$ cat config.mk
export PLATFORM = sky130hd
export DESIGN_NAME = aes_block_loader
export DESIGN_NICKNAME = d
export VERILOG_FILES = /design/src/rtl/aes_block_loader.sv
export SDC_FILE = /design/constraint.sdc
export NUM_CORES = 1
export LEC_CHECK = 0
export CORE_MARGIN = 4
export CORE_UTILIZATION = 25
export CTS_BUF_LIST = sky130_fd_sc_hd__clkbuf_4
export DETAILED_ROUTE_END_ITERATION = 16
export PLACE_DENSITY_LB_ADDON = 0.1
export SYNTH_ARGS = -nofsm -noshare
export SYNTH_HDL_FRONTEND = slang
export SYNTH_SLANG_ARGS = --single-unit
$ cat constraint.sdc
create_clock -name sys_clk -period 2.2 [get_ports sys_clk]
set_input_delay 0.55 -clock sys_clk [delete_from_list [all_inputs] [get_ports sys_clk]]
set_output_delay 0.55 -clock sys_clk [all_outputs]
set_load 0.05 [all_outputs]
$ cat src/rtl/aes_block_loader.sv
// aes_block_loader: byte-serial feeder for the AES core.
// Assembles a 16-byte key and 16-byte plaintext block from a tagged byte
// stream. It then presents both to the core with a valid/ready handshake.
// Ports:
//   sys_clk, sys_rst_n        clock, async active-low reset
//   flush                     synchronous clear of pointers, key_loaded, state
//   s_valid/s_is_key/s_data   input byte stream (s_is_key=1 tags a key byte)
//   s_ready                   byte accepted this cycle (combinational from state)
//   ptext0..15, key0..15      assembled block and key, byte 0 = first received
//   out_valid/out_ready       handoff handshake to the core
//   key_loaded                all 16 key bytes held
//   blk_count                 completed handoffs, wrapping
module aes_block_loader #(
   parameter int unsigned CNT_W       = 16,
   parameter bit          PERSIST_KEY = 1'b1
) (
   input  logic             sys_clk,
   input  logic             sys_rst_n,
   input  logic             flush,
   input  logic             s_valid,
   input  logic             s_is_key,
   input  logic [7:0]       s_data,
   output logic             s_ready,
   output logic [7:0]       ptext0,
   output logic [7:0]       ptext1,
   output logic [7:0]       ptext2,
   output logic [7:0]       ptext3,
   output logic [7:0]       ptext4,
   output logic [7:0]       ptext5,
   output logic [7:0]       ptext6,
   output logic [7:0]       ptext7,
   output logic [7:0]       ptext8,
   output logic [7:0]       ptext9,
   output logic [7:0]       ptext10,
   output logic [7:0]       ptext11,
   output logic [7:0]       ptext12,
   output logic [7:0]       ptext13,
   output logic [7:0]       ptext14,
   output logic [7:0]       ptext15,
   output logic [7:0]       key0,
   output logic [7:0]       key1,
   output logic [7:0]       key2,
   output logic [7:0]       key3,
   output logic [7:0]       key4,
   output logic [7:0]       key5,
   output logic [7:0]       key6,
   output logic [7:0]       key7,
   output logic [7:0]       key8,
   output logic [7:0]       key9,
   output logic [7:0]       key10,
   output logic [7:0]       key11,
   output logic [7:0]       key12,
   output logic [7:0]       key13,
   output logic [7:0]       key14,
   output logic [7:0]       key15,
   output logic             out_valid,
   input  logic             out_ready,
   output logic             key_loaded,
   output logic [CNT_W-1:0] blk_count
);

   localparam int unsigned NUM_BYTES = 16;
   localparam int unsigned IDX_W     = 4;

   typedef enum logic [1:0] {
      ST_FILL     = 2'd0,
      ST_WAIT_KEY = 2'd1,
      ST_PRESENT  = 2'd2
   } state_t;

   state_t           state_q;
   logic [IDX_W-1:0] pt_idx_q;
   logic [IDX_W-1:0] key_idx_q;
   logic [7:0]       pt_q  [NUM_BYTES];
   logic [7:0]       key_q [NUM_BYTES];

   logic accept;
   logic pt_acc;
   logic key_acc;
   logic pt_last;
   logic key_last;

   // Ready follows state directly; held low while reset is asserted.
   assign s_ready = sys_rst_n &&
                    ((state_q == ST_FILL) || ((state_q == ST_WAIT_KEY) && s_is_key));

   assign accept   = s_valid && s_ready;
   assign pt_acc   = accept && !s_is_key;
   assign key_acc  = accept && s_is_key;
   assign pt_last  = (pt_idx_q == IDX_W'(NUM_BYTES - 1));
   assign key_last = (key_idx_q == IDX_W'(NUM_BYTES - 1));

   // Byte capture, pointers, key status, handoff and block counter.
   always_ff @(posedge sys_clk or negedge sys_rst_n) begin
      if (!sys_rst_n) begin
         state_q    <= ST_FILL;
         pt_idx_q   <= '0;
         key_idx_q  <= '0;
         key_loaded <= 1'b0;
         out_valid  <= 1'b0;
         blk_count  <= '0;
         for (int i = 0; i < NUM_BYTES; i++) begin
            pt_q[i]  <= '0;
            key_q[i] <= '0;
         end
      end else if (flush) begin
         state_q    <= ST_FILL;
         pt_idx_q   <= '0;
         key_idx_q  <= '0;
         key_loaded <= 1'b0;
         out_valid  <= 1'b0;
      end else begin
         // Key bytes are legal in FILL and WAIT_KEY.
         if (key_acc) begin
            key_q[key_idx_q] <= s_data;
            key_idx_q        <= key_idx_q + IDX_W'(1);
            if (key_last) begin
               key_loaded <= 1'b1;
            end else if ((key_idx_q == '0) && key_loaded) begin
               // First byte of a new key invalidates the old one.
               key_loaded <= 1'b0;
            end
            if (key_last && (state_q == ST_WAIT_KEY)) begin
               state_q   <= ST_PRESENT;
               out_valid <= 1'b1;
            end
         end

         // Plaintext bytes are only accepted in FILL.
         if (pt_acc) begin
            pt_q[pt_idx_q] <= s_data;
            pt_idx_q       <= pt_idx_q + IDX_W'(1);
            if (pt_last) begin
               if (key_loaded) begin
                  state_q   <= ST_PRESENT;
                  out_valid <= 1'b1;
               end else begin
                  state_q <= ST_WAIT_KEY;
               end
            end
         end

         if ((state_q == ST_PRESENT) && out_ready) begin
            out_valid <= 1'b0;
            blk_count <= blk_count + CNT_W'(1);
            state_q   <= ST_FILL;
            if (!PERSIST_KEY) begin
               key_loaded <= 1'b0;
               key_idx_q  <= '0;
            end
         end
      end
   end

   assign ptext0  = pt_q[0];
   assign ptext1  = pt_q[1];
   assign ptext2  = pt_q[2];
   assign ptext3  = pt_q[3];
   assign ptext4  = pt_q[4];
   assign ptext5  = pt_q[5];
   assign ptext6  = pt_q[6];
   assign ptext7  = pt_q[7];
   assign ptext8  = pt_q[8];
   assign ptext9  = pt_q[9];
   assign ptext10 = pt_q[10];
   assign ptext11 = pt_q[11];
   assign ptext12 = pt_q[12];
   assign ptext13 = pt_q[13];
   assign ptext14 = pt_q[14];
   assign ptext15 = pt_q[15];

   assign key0  = key_q[0];
   assign key1  = key_q[1];
   assign key2  = key_q[2];
   assign key3  = key_q[3];
   assign key4  = key_q[4];
   assign key5  = key_q[5];
   assign key6  = key_q[6];
   assign key7  = key_q[7];
   assign key8  = key_q[8];
   assign key9  = key_q[9];
   assign key10 = key_q[10];
   assign key11 = key_q[11];
   assign key12 = key_q[12];
   assign key13 = key_q[13];
   assign key14 = key_q[14];
   assign key15 = key_q[15];

endmodule

# ---- Yosys cells after proc, flatten, opt, wreduce, memory -nomap -nowiden
# Index checks and enable logic that the tools add are counted.
dict set report op_classes {
  addsub 3
  n_mul 0
  div 0
  n_lt_le_gt_ge 4
  eq_ne 4
  shift 0
  mux 28
  bitwise 3
  n_reduce_logical 21
}
# operator count
set ops {}
lappend ops {{128-bit bitwise mux} 2}
lappend ops {{8-bit demux with 4-bit select} 2}
lappend ops {{16-bit by 1-bit adder with 16-bit output, second input constant} 1}
lappend ops {{4-bit 2-to-1 mux} 4}
lappend ops {{8-bit 2-to-1 mux} 2}
lappend ops {{2-bit 2-to-1 mux} 7}
lappend ops {{1-bit 2-to-1 mux} 11}
lappend ops {{5-bit >= comparator, second input constant} 2}
lappend ops {{1-bit logical AND} 10}
lappend ops {{5-bit by 1-bit < comparator with 1-bit output, second input constant} 2}
lappend ops {{4-bit inverter with 5-bit output} 2}
lappend ops {{4-bit by 1-bit adder with 4-bit output, second input constant} 2}
lappend ops {{4-bit == test, second input constant} 2}
lappend ops {{2-bit AND reduction} 4}
lappend ops {{4-bit zero test} 1}
lappend ops {{2-bit nonzero test} 2}
lappend ops {{3-bit nonzero test} 1}
lappend ops {{2-bit by 1-bit == test with 1-bit output, second input constant} 1}
lappend ops {{2-bit == test, second input constant} 1}
lappend ops {{2-bit zero test} 1}
lappend ops {{1-bit zero test} 1}
lappend ops {{1-bit logical OR} 1}
lappend ops {{1-bit inverter} 1}
dict set report totals {
  regBits 284
  latchBits 0
  ram_bits 0
  mem_bits_ro 0
  in_bits 14
  output_inout_bits 275
  wordCells 101
  n_memories 0
}

# ---- Depth between registers and ports, before layout
dict set report depth {
  word_depth 12
  depth_mapped 6
  mapped_depth_nobuf 5
}

# ---- Worst setup path after synthesis
# No wires, ideal clock.
dict set report synth_path {
  path_type {input to output}
  startpoint {input port sys_rst_n}
  endpoint {output port s_ready}
  arrival_time_ns 1.632
  required_time_ns 1.650
  path_slack_ns 0.018
  path_stages 3
  n_path_buf 1
  cell_sequence {nand2b_1 buf_2 a21oi_1}
}
dict set report synth_via {
  elab_chain_len 1
}
# element line_no
set synth_lines {}
lappend synth_lines {{start, declared} 18} ;# input logic sys_rst_n,
lappend synth_lines {{1-bit logical AND} 84} ;# assign s_ready = sys_rst_n &&
lappend synth_lines {{end, declared} 23} ;# output logic s_ready,
# No other way between the ends.

# ---- Worst setup path after layout
dict set report layout_path {
  startpoint {register state_q[1]}
  endpoint {output port s_ready}
}
dict set report layout_via {
  elab_chain_len 4
  word_cells_on_any_way 5
  classes_between {eq/ne: 1; reduce/logical: 4}
}
# element line_no
set layout_lines {}
lappend layout_lines {{start, declared} 71} ;# state_t state_q;
lappend layout_lines {{start signal, assigned} 96} ;# state_q <= ST_FILL;
lappend layout_lines {{start signal, assigned} 107} ;# state_q <= ST_FILL;
lappend layout_lines {{start signal, assigned} 124} ;# state_q <= ST_PRESENT;
lappend layout_lines {{2-bit by 1-bit == test with 1-bit output} 85} ;# ((state_q == ST_FILL) || ((state_q == ST_WAIT_KEY) && s_is_key));
lappend layout_lines {{1-bit logical AND} 85}
lappend layout_lines {{1-bit logical OR (*)} 85}
lappend layout_lines {{1-bit logical AND (*)} 84}
# Mark *: on every way between the ends. The rest lies on a longest branch, timed or not.

==> summary.txt <==
Clocking
  – TritonCTS clock tree: built
  – Clk_lat worst skew: 0.74 ns
  – # clock sinks: 284
  – Clk buf depth: 3
  – Htree depth: 3
  – Root Buffer: clkbuf_4
  – Total CTS buffers: 85
  – Clk slew on worst S/H paths: 0.07 ns

Floorplanning
  – Initial core utilization: 25.3%
  – Die X: 220 um
  – Core Box Area: 44,200 um2
  – I/O pin count: 289
  – Row cnt: 77
  – Die Area: ~48,000 um2
  – Die height: 220 um

Finish
  – Reg with most FFs: blk_count
  – Core Util, Final: 37.4%
  – Final instance area: 16,500 um2
  – Area Overhead vs Synth: 47.8%
  – Number of flip-flops in the largest register: 16
  – Final #Nets: between 1,000 and 1,500
  – Share of layout cells above drive strength 1: 63.6%

Critical path
  – Crit end category: output port
  – Setup CP Type: register to output port
  – FF-to-FF setup slack: 0.14 ns
  – WP data required: 1.65 ns
  – CP arrival: 1.64 ns
  – R2r endpoint: ptext8[4]
  – Critical R2R Launch: state_q[1]
  – Critical Path Source: state_q[1]
  – CP max FO: 2
  – R2R depth: 6
  – Worst setup SP type: register
  – Setup crit end: s_ready

Timing
  – Hold slack final: 0.267 ns
  – Unrepaired setup endpoints after global routing: yes
  – Fmax: roughly 460 MHz
  – Setup Skew: roughly 0.028 ns
  – Worst slew margin: 43.1%
  – Pins over their slew limit: 0
  – Fin. Hold Viols: 0
  – Min cycle time layout: roughly 2.2 ns
  – Period utilization: approximately 100%
  – Final Setup Violations: 0
  – Worst slew pin tran: roughly 0.85 ns

Logic synthesis
  – Syn Area/Cell: 15.2 um2
  – Post-synthesis async set-or-reset flop share: 100%
  – Synthesized cell area: roughly 11,000 um2
  – FF+latch count, synth: 284
  – Yosys warns: 0
  – Syn Nets: between 700 and 800
  – Commonest cells post-synth: dfrtp_1 (284), mux2_2 (252), clkbuf_1 (30)
  – Synth top area share: 63.5%
  – Post-synthesis cell count: 734
  – EDFF count, synth: 0
  – Register area share after synthesis: 63.5%
  – Main flop type after synthesis: dfrtp_1
  – Cell variety after synth: 41
  – Most frequent cell after synthesis: dfrtp_1
  – Synth area leader: dfrtp_1
  – Synth area leaders: dfrtp_1 (64%), mux2_2 (25%), xnor2_1 (1.1%), clkbuf_1 (1.0%), ha_1 (1.0%)

Pwr
  – Clock share of power: 42.2%
  – Sequential share of power: 47.4%
  – Pleak: 8.08 nW
  – Worst vdd ir: about 0.00033 V
  – Net Sw Power: around 0.0032 W
  – Comb power frac: 10.4%
  – Internal power: 0.00822 W
  – Power Total: 0.0114 W
  – Sw Ratio: 28.1%
  – PD cells: 692 nW/um2

Detailed routing
  – WL per Instance: 20.5 um
  – Routed WL: between 30 and 40 mm
  – DR vias/cell: ~4.3
  – Via count: 7,696
  – Remaining DRCs: 0
  – DR iter-0 viols: 305
  – ANT nets after route: 0
  – First-pass DRT Iterations: 4

Global routing
  – First-pass GRT wire length: 55.4 mm
  – Gr usage total: ~15%
  – Grt ovf: 0
  – Largest net degree at the start of global routing: 128
  – Number of global-route vias before repair: ~8,400
  – Initial antenna violation count: 2

Placement
  – Routability cong.: around 0.72
  – Placed Area: 15,300 um2
  – Placed wire-length estimate: 24.5 mm
  – Port Buffers: 288

Hold path
  – HP Class: primary input to async pin

Outcome
  – Status: finished, final reports clean

Run
  – Max_cap viols: 0
## power groups by stage
stage | clock network (W) | logic [W] | registers, W
finish | 0.00483 | 0.00119 | 0.00542
global placement | 0 | 0.00124 | 0.00551
detailed placement | 0 | 0.00125 | 0.00551
floorplan | 0 | 0.000205 | 0.00595
global route | 0.00541 | 0.00127 | 0.00543
CTS | 0.00512 | 0.00123 | 0.00542
## worst max-delay path: stages (launching register included)
cell,delay (ns)
dfrtp_1,0.38
nand2b_4,0.15
a21oi_2,0.10
buf_4,0.14
buf_12,0.13
## through the flow
step	setup WS, ns	cells	TNS [ns]
floorplan	0.0180	734	0
global placement	-0.566	1641	-99.90
detailed placement	-0.550	1641	-98.27
CTS	-0.122	1782	-0.134
global route	-0.168	1787	-0.265
finish	0.00781	1788	0
## layout make-up
class | count | area (um2)
sequential | 284 | 7110
clock inverter | 19 | 110
timing repair buffer | 355 | 3710
tap | 592 | 741
fill | 4345 | 27700
inverter | 9 | 33.8
antenna | 7 | 17.5
clock buffer | 116 | 871
multi-input combinational | 406 | 3940
## layout by cell type (no fill, tap or decap), drive strengths merged, types with 5 or more instances in the layout
master	synthesis	layout
buf	5	139
xnor2	14	14
nand4	7	7
a21oi	6	6
clkbuf	30	117
nor3	10	10
nand2	35	35
diode	0	7
xor2	5	5
mux2	256	256
dfrtp	284	284
inv	9	9
nor2	18	18
ha	9	9
clkinv	0	17
clkdlybuf4s15	0	206
nand3	16	16
## layer usage
| layer | up-vias | GRT usage, % | share of wire [%] | routed length (um) |
|---|---|---|---|---|
| met5 | - | 0 | 0 | 0 |
| met4 | 0 | 4.72 | 2.3 | 853 |
| met3 | 68 | 7.09 | 9.4 | 3440 |
| met2 | 248 | 23.5 | 45 | 16400 |
| met1 | 3918 | 19.5 | 43 | 15900 |
| li1 | 3462 | - | - | - |
## what timing repair did
| item | in CTS | in global routing |
|---|---|---|
| endpoints found under the setup margin | 226 | 88 |
| setup buffers | 5 | 0 |
| resized for setup | 697 | 25 |
| hold buffers | 2 | 0 |
| endpoints found under the hold margin | 10 | 0 |
## worst min-delay path by stage
stage,endpoint,depth (start not counted)
2_1_floorplan,blk_count[0],0
3_3_place_gp,key_loaded,2
3_5_place_dp,key_loaded,2
4_1_cts,state_q[1],3
5_1_grt,state_q[1],3
6_report,state_q[1],3
## cell families (layout without fill, tap and decap cells)
logic type      Yosys count  in the layout  share of synthesized area (%)
flops                   284            284                           63.5
mux                     256            256                           25.8
simple gates            110            110                           6.00
buf+inv                  44            499                           1.54
xor+xnor                 19             19                           1.49
compound gates           12             12                          0.660
fa+ha+maj                 9              9                           1.01
other cells               0              7                              0
Power figures use the tool's default switching activity.
